File: src/rtl/sha256_mem_arbiter.sv
// sha256_mem_arbiter
// Round-robin arbiter that shares one synchronous SRAM port among NUM_REQ
// SHA-256 cores. At most one word access is granted per cycle. Each read's
// data is routed back to the core that issued it, READ_LAT cycles after the
// grant.
//
// Optional build macro: SHA_ARB_LOCK_EN
//   When defined, a req_lock input lets the core that currently owns the bus
//   keep its grant every cycle. This supports uninterrupted burst reads.
//   When undefined, arbitration is pure per-cycle round-robin.
module sha256_mem_arbiter #(
  parameter int NUM_REQ  = 4,
  parameter int ADDR_W   = 16,
  parameter int DATA_W   = 32,
  parameter int READ_LAT = 1
) (
  input  logic                        clk,
  input  logic                        reset_n,
  input  logic [NUM_REQ-1:0]          req_valid,
  input  logic [NUM_REQ-1:0]          req_we,
  input  logic [NUM_REQ*ADDR_W-1:0]   req_addr,
  input  logic [NUM_REQ*DATA_W-1:0]   req_wdata,
`ifdef SHA_ARB_LOCK_EN
  input  logic [NUM_REQ-1:0]          req_lock,
`endif
  output logic [NUM_REQ-1:0]          req_gnt,
  output logic [NUM_REQ-1:0]          rsp_valid,
  output logic [DATA_W-1:0]           rsp_data,
  output logic                        mem_clk,
  output logic                        mem_we,
  output logic [ADDR_W-1:0]           mem_addr,
  output logic [DATA_W-1:0]           mem_write_data,
  input  logic [DATA_W-1:0]           mem_read_data,
  output logic                        busy
);

  localparam int IDXW = (NUM_REQ > 1) ? $clog2(NUM_REQ) : 1;
  localparam logic [IDXW:0]   NUM_REQ_EXT = (IDXW+1)'(NUM_REQ);
  localparam logic [IDXW-1:0] LAST_IDX    = IDXW'(NUM_REQ - 1);

  // Round-robin priority pointer: the core scanned first this cycle
  logic [IDXW-1:0]                r_ptr;
  // Read response pipeline: one valid bit and one issuer index per stage
  logic [READ_LAT-1:0]            r_pipeValid;
  logic [READ_LAT-1:0][IDXW-1:0]  r_pipeIdx;

  logic            w_found;
  logic            w_advance;
  logic [IDXW-1:0] w_winner;
  logic [IDXW:0]   w_cand;
  logic            w_readGrant;

`ifdef SHA_ARB_LOCK_EN
  // Last granted core and whether a grant actually happened last cycle
  logic [IDXW-1:0] r_owner;
  logic            r_ownerValid;
  logic            w_locked;
`endif

  // Pick this cycle's winner: a locked owner keeps the bus, otherwise scan from the pointer
  always_comb begin
    w_found   = 1'b0;
    w_winner  = '0;
    w_cand    = '0;
    w_advance = 1'b0;
`ifdef SHA_ARB_LOCK_EN
    w_locked = r_ownerValid && req_valid[r_owner] && req_lock[r_owner];
    if (w_locked) begin
      w_found  = 1'b1;
      w_winner = r_owner;
    end
`endif
    for (int k = 0; k < NUM_REQ; k++) begin
      w_cand = {1'b0, r_ptr} + (IDXW+1)'(k);
      if (w_cand >= NUM_REQ_EXT) begin
        w_cand = w_cand - NUM_REQ_EXT;
      end
      if (!w_found && req_valid[w_cand[IDXW-1:0]]) begin
        w_found  = 1'b1;
        w_winner = w_cand[IDXW-1:0];
      end
    end
    // Nothing may be granted while reset is held, even though requests may be up
    if (!reset_n) begin
      w_found = 1'b0;
    end
`ifdef SHA_ARB_LOCK_EN
    w_advance = w_found && !w_locked;
`else
    w_advance = w_found;
`endif
  end

  // Route the winner onto the memory port; unselected cores' buses never leak through
  always_comb begin
    req_gnt        = '0;
    mem_we         = 1'b0;
    mem_addr       = '0;
    mem_write_data = '0;
    for (int i = 0; i < NUM_REQ; i++) begin
      if (w_found && (w_winner == IDXW'(i))) begin
        req_gnt[i]     = 1'b1;
        mem_we         = req_we[i];
        mem_addr       = req_addr[i*ADDR_W +: ADDR_W];
        mem_write_data = req_wdata[i*DATA_W +: DATA_W];
      end
    end
  end

  assign w_readGrant = w_found && !mem_we;

  // Move the pointer just past the winner on every normal grant; hold it otherwise
  always_ff @(posedge clk or negedge reset_n) begin
    if (!reset_n) begin
      r_ptr <= '0;
    end else if (w_advance) begin
      r_ptr <= (w_winner == LAST_IDX) ? '0 : w_winner + IDXW'(1);
    end
  end

`ifdef SHA_ARB_LOCK_EN
  // Remember who held the bus last cycle so a lock can be honoured
  always_ff @(posedge clk or negedge reset_n) begin
    if (!reset_n) begin
      r_owner      <= '0;
      r_ownerValid <= 1'b0;
    end else begin
      r_ownerValid <= w_found;
      if (w_found) begin
        r_owner <= w_winner;
      end
    end
  end
`endif

  // Carry each granted read's issuer down the pipe so its data returns to it
  always_ff @(posedge clk or negedge reset_n) begin
    if (!reset_n) begin
      r_pipeValid <= '0;
      r_pipeIdx   <= '0;
    end else begin
      r_pipeValid[0] <= w_readGrant;
      r_pipeIdx[0]   <= w_winner;
      for (int s = 1; s < READ_LAT; s++) begin
        r_pipeValid[s] <= r_pipeValid[s-1];
        r_pipeIdx[s]   <= r_pipeIdx[s-1];
      end
    end
  end

  // Decode the last pipe stage into a one-hot response strobe
  always_comb begin
    rsp_valid = '0;
    for (int i = 0; i < NUM_REQ; i++) begin
      if (r_pipeValid[READ_LAT-1] && (r_pipeIdx[READ_LAT-1] == IDXW'(i))) begin
        rsp_valid[i] = 1'b1;
      end
    end
  end

  assign rsp_data = mem_read_data;
  assign mem_clk  = clk;
  assign busy     = reset_n && ((|req_valid) || (|r_pipeValid));

endmodule

File: config.mk
export PLATFORM = sky130hd
export DESIGN_NAME = sha256_mem_arbiter
export DESIGN_NICKNAME = d
export VERILOG_FILES = /design/src/rtl/sha256_mem_arbiter.sv
export SDC_FILE = /design/constraint.sdc
export NUM_CORES = 1
export LEC_CHECK = 0
export ABC_AREA = 0
export CORE_AREA = 2 2 124 126
export DETAILED_ROUTE_END_ITERATION = 12
export DIE_AREA = 0 0 126 128
export PLACE_DENSITY = 0.67
export SLEW_MARGIN = 20
export SYNTH_ARGS = -nofsm -noshare
export SYNTH_HDL_FRONTEND = slang
export SYNTH_SLANG_ARGS = --single-unit
File: constraint.sdc
create_clock -name clk -period 5.8 [get_ports clk]
set_input_delay 1.74 -clock clk [delete_from_list [all_inputs] [get_ports clk]]
set_output_delay 1.74 -clock clk [all_outputs]
set_load 0.02 [all_outputs]
==> reports/metrics.cfg <==
[status]
outcome=complete, no violations

[critical_path]
cp_max_fo=29
start_kind=input port
path_delay_family=simple AND/OR/NAND/NOR gates
cp-end-kind=output pin
critical_path.max_stage_delay_ns=0.51
critical_path_buf_inv_count=3
path_cells=dlygate4sd2_1 > or4_4 > and4_4 > ha_4 > buf_16 > and3b_1 > o221ai_1 > a21oi_1 > buf_2
worstSetupPathType=in -> out
crit_slowest_cell=or4_4
cp_data_arrival_time_ns=3.91
cp.required_ns=4.06

[pwr]
seqPwrFrac_pct=3.5
power_density_mw_per_mm2=341.6
switching_power_w=0.0008570
power_frac_clock_pct=12.9
irDropWorstVdd_mv=0.1470
pwr-share-comb_pct=83.7
p_sw_share_pct=45.92
power_leakage_nw=2.603
p_int_w=0.001009

[sta]
setup_viol=0
final_hold_viol_count=0
finalClockSkew_ns=0.004848
fin_tns_setup_ns=0
finalCritPeriodShare_pct=97.35
fin_crit_ns=5.646
finalMaxSlewViolations=0
tightest_slew_ns=0.2946
grt_setup_unrepaired=false
max_slew_margin_pct=80.36
fmax_ghz=0.1771

[min_path]
hold_class=reg -> reg

[finish]
syn2layout_area_growth_pct=117.5
stdcell_count=782
final_cell_mix=clkdlybuf4s50_1, nand2_1, a21oi_1
layout-drive-gt1-share_pct=17.57
fin_nets=831
final_common_cell=clkdlybuf4s50_1

[clock_network]
cts_hold_buf=0
cts_tree=built
clock_latency_ns=0.34
clk_pin_slew_ns=0.04

[global_route]
grt_first_pass_wirelength_um=20460
overflow=0
grt_use_total_pct=15.67
grt_max_degree=40
busiest_layer=met2
grt_use_met2_pct=29.13
met3_usage_pct=3.715
grt_use_met1_pct=17.33
grt_antenna_before_repair=2
grt_pass1_vias=3935

[drt]
drtIter0Drc=194
vias=3853
wl_per_cell_um=18.58
wirelength_um=14530
detail-route-antenna-nets=0
first_pass_iters=4
drt-vias-per-instance=4.927
drc_errors=0

[floorplanning]
fp-row-count=45
ioPinCount=325
dieHeight_um=128
start_util_pct=16.90
die_w_um=126
core_area_sq_mm=0.01486
die_area_sq_mm=0.01613

[synthesis]
synthesis.area_sq_mm=0.002512
syn_inst=365
ys_types=31
syn_nets=603
avgSynthCellArea_sq_um=6.883
synth-seq-area-share_pct=4.980
yosys_warnings=0
synth_seq_cells=5

[place]
dp_hpwl_um=10470
place_inst=766
port_buffers=260
place_congestion=0.8951

[job]
drv_cap=0

cell families after synthesis:
group,after synthesis,synth area share [%]
AO/OA/AOI/OAI,157,44.37
AND/OR/NAND/NOR,118,29.18
buffers and inverters,80,19.07
flip-flops,5,4.980
adder cells (fa/ha/maj),4,1.992
multiplexers,1,0.3984
sequential cells by signal, summed over array words and instances (netlist names):
| name | cells |
|---|---|
| r_pipeIdx | 2 |
| r_ptr | 2 |
| r_pipeValid | 1 |
metal layers:
layer / vias to the layer above / share of wire, % / routed length, um
li1: 1804 / - / -
met1: 1799 / 39 / 5667
met2: 216 / 50 / 7242
met3: 34 / 8.4 / 1225
met4: 0 / 2.7 / 394
met5: - / 0 / 0
cells in the mapped netlist, drive strengths merged:
| cell type | n | area share [%] |
|---|---|---|
| a41oi | 1 | 0.35 |
| or4 | 1 | 0.45 |
| and3b | 50 | 17 |
| nor3b | 1 | 0.30 |
| dfrtp | 5 | 5.0 |
| ha | 4 | 2.0 |
| clkbuf | 28 | 4.2 |
| a21oi | 51 | 10 |
| nand2b | 1 | 0.25 |
| a21o | 50 | 15 |
| nor2 | 4 | 0.60 |
| nand4 | 1 | 0.25 |
| and2 | 2 | 0.50 |
| nand3 | 1 | 0.20 |
| o41a | 1 | 0.45 |
| o22ai | 1 | 0.25 |
| mux2i | 1 | 0.40 |
| inv | 4 | 0.60 |
| o21ai | 1 | 0.20 |
| o221ai | 49 | 17 |
| o21a | 2 | 0.60 |
| nand2 | 54 | 8.4 |
| and3 | 2 | 0.50 |
| buf | 48 | 14 |
| o22a | 1 | 0.35 |
| and4 | 1 | 0.35 |
path summary, 6_finish.rpt:
check / startpoint / end / slack (ns) / depth (start not counted)
min in group asynchronous: reset_n / r_ptr[0] / 1.81 / 2
hold reg to reg: r_ptr[0] / r_ptr[0] / 0.63 / 2
max in group asynchronous: reset_n / r_ptr[1] / 3.87 / 2
setup reg to reg: r_ptr[1] / r_pipeValid / 3.59 / 10
setup / recovery: req_valid[1] / mem_write_data[30] / 0.15 / 9
hold / removal: r_ptr[0] / r_ptr[0] / 0.63 / 2
worst register-to-register path, cell delays in order (launching register included):
cell      delay [ns]
dfrtp_1         0.46
mux2i_1         0.22
nand2_1         0.10
buf_4           0.14
nand4_1         0.20
ha_4            0.21
buf_12          0.16
and3b_1         0.20
o221ai_2        0.12
buf_4           0.14
and3_1          0.15
final cells by class:
class | count | area, sq um
multi-input cells | 280 | 1986
flip-flops and latches | 5 | 125.1
well taps | 188 | 235.2
inverters | 4 | 20.02
fillers | 1552 | 9400
diodes | 2 | 5.005
repair buffers | 295 | 2929
clock buffers | 8 | 163.9
power by group through the flow:
stage | combinational [W] | sequential [W] | clock [W]
floorplan | 0.000856 | 0.0000601 | 0.0000201
global placement | 0.00146 | 0.0000628 | 0.0000232
detailed placement | 0.00148 | 0.0000637 | 0.0000232
CTS | 0.00146 | 0.0000643 | 0.000243
global route | 0.00168 | 0.0000679 | 0.000246
finish | 0.00156 | 0.0000647 | 0.000240
through the flow:
step	utilization, %	hold slack, ns	worst slack [ns]	total power [W]	instance area (sq um)
4_1_cts	35.46	0.6065	-0.01873	0.001766	5271
3_3_place_gp	35.31	0.6023	-0.5123	0.001542	5249
6_report	36.76	0.6277	0.1536	0.001866	5464
5_1_grt	36.74	0.6487	0.07438	0.001989	5461
3_5_place_dp	35.31	0.6009	-0.5874	0.001565	5249
2_1_floorplan	-	0.5656	0.3159	0.0009364	2512
timing repair:
action                     4_1_cts  5_1_grt
setup endpoints to repair       53       50
cloned                           2        5
resized for setup              219       13
setup buffers                    0        0
pin swaps                        2        9
(Power assumes the default switching activity.)
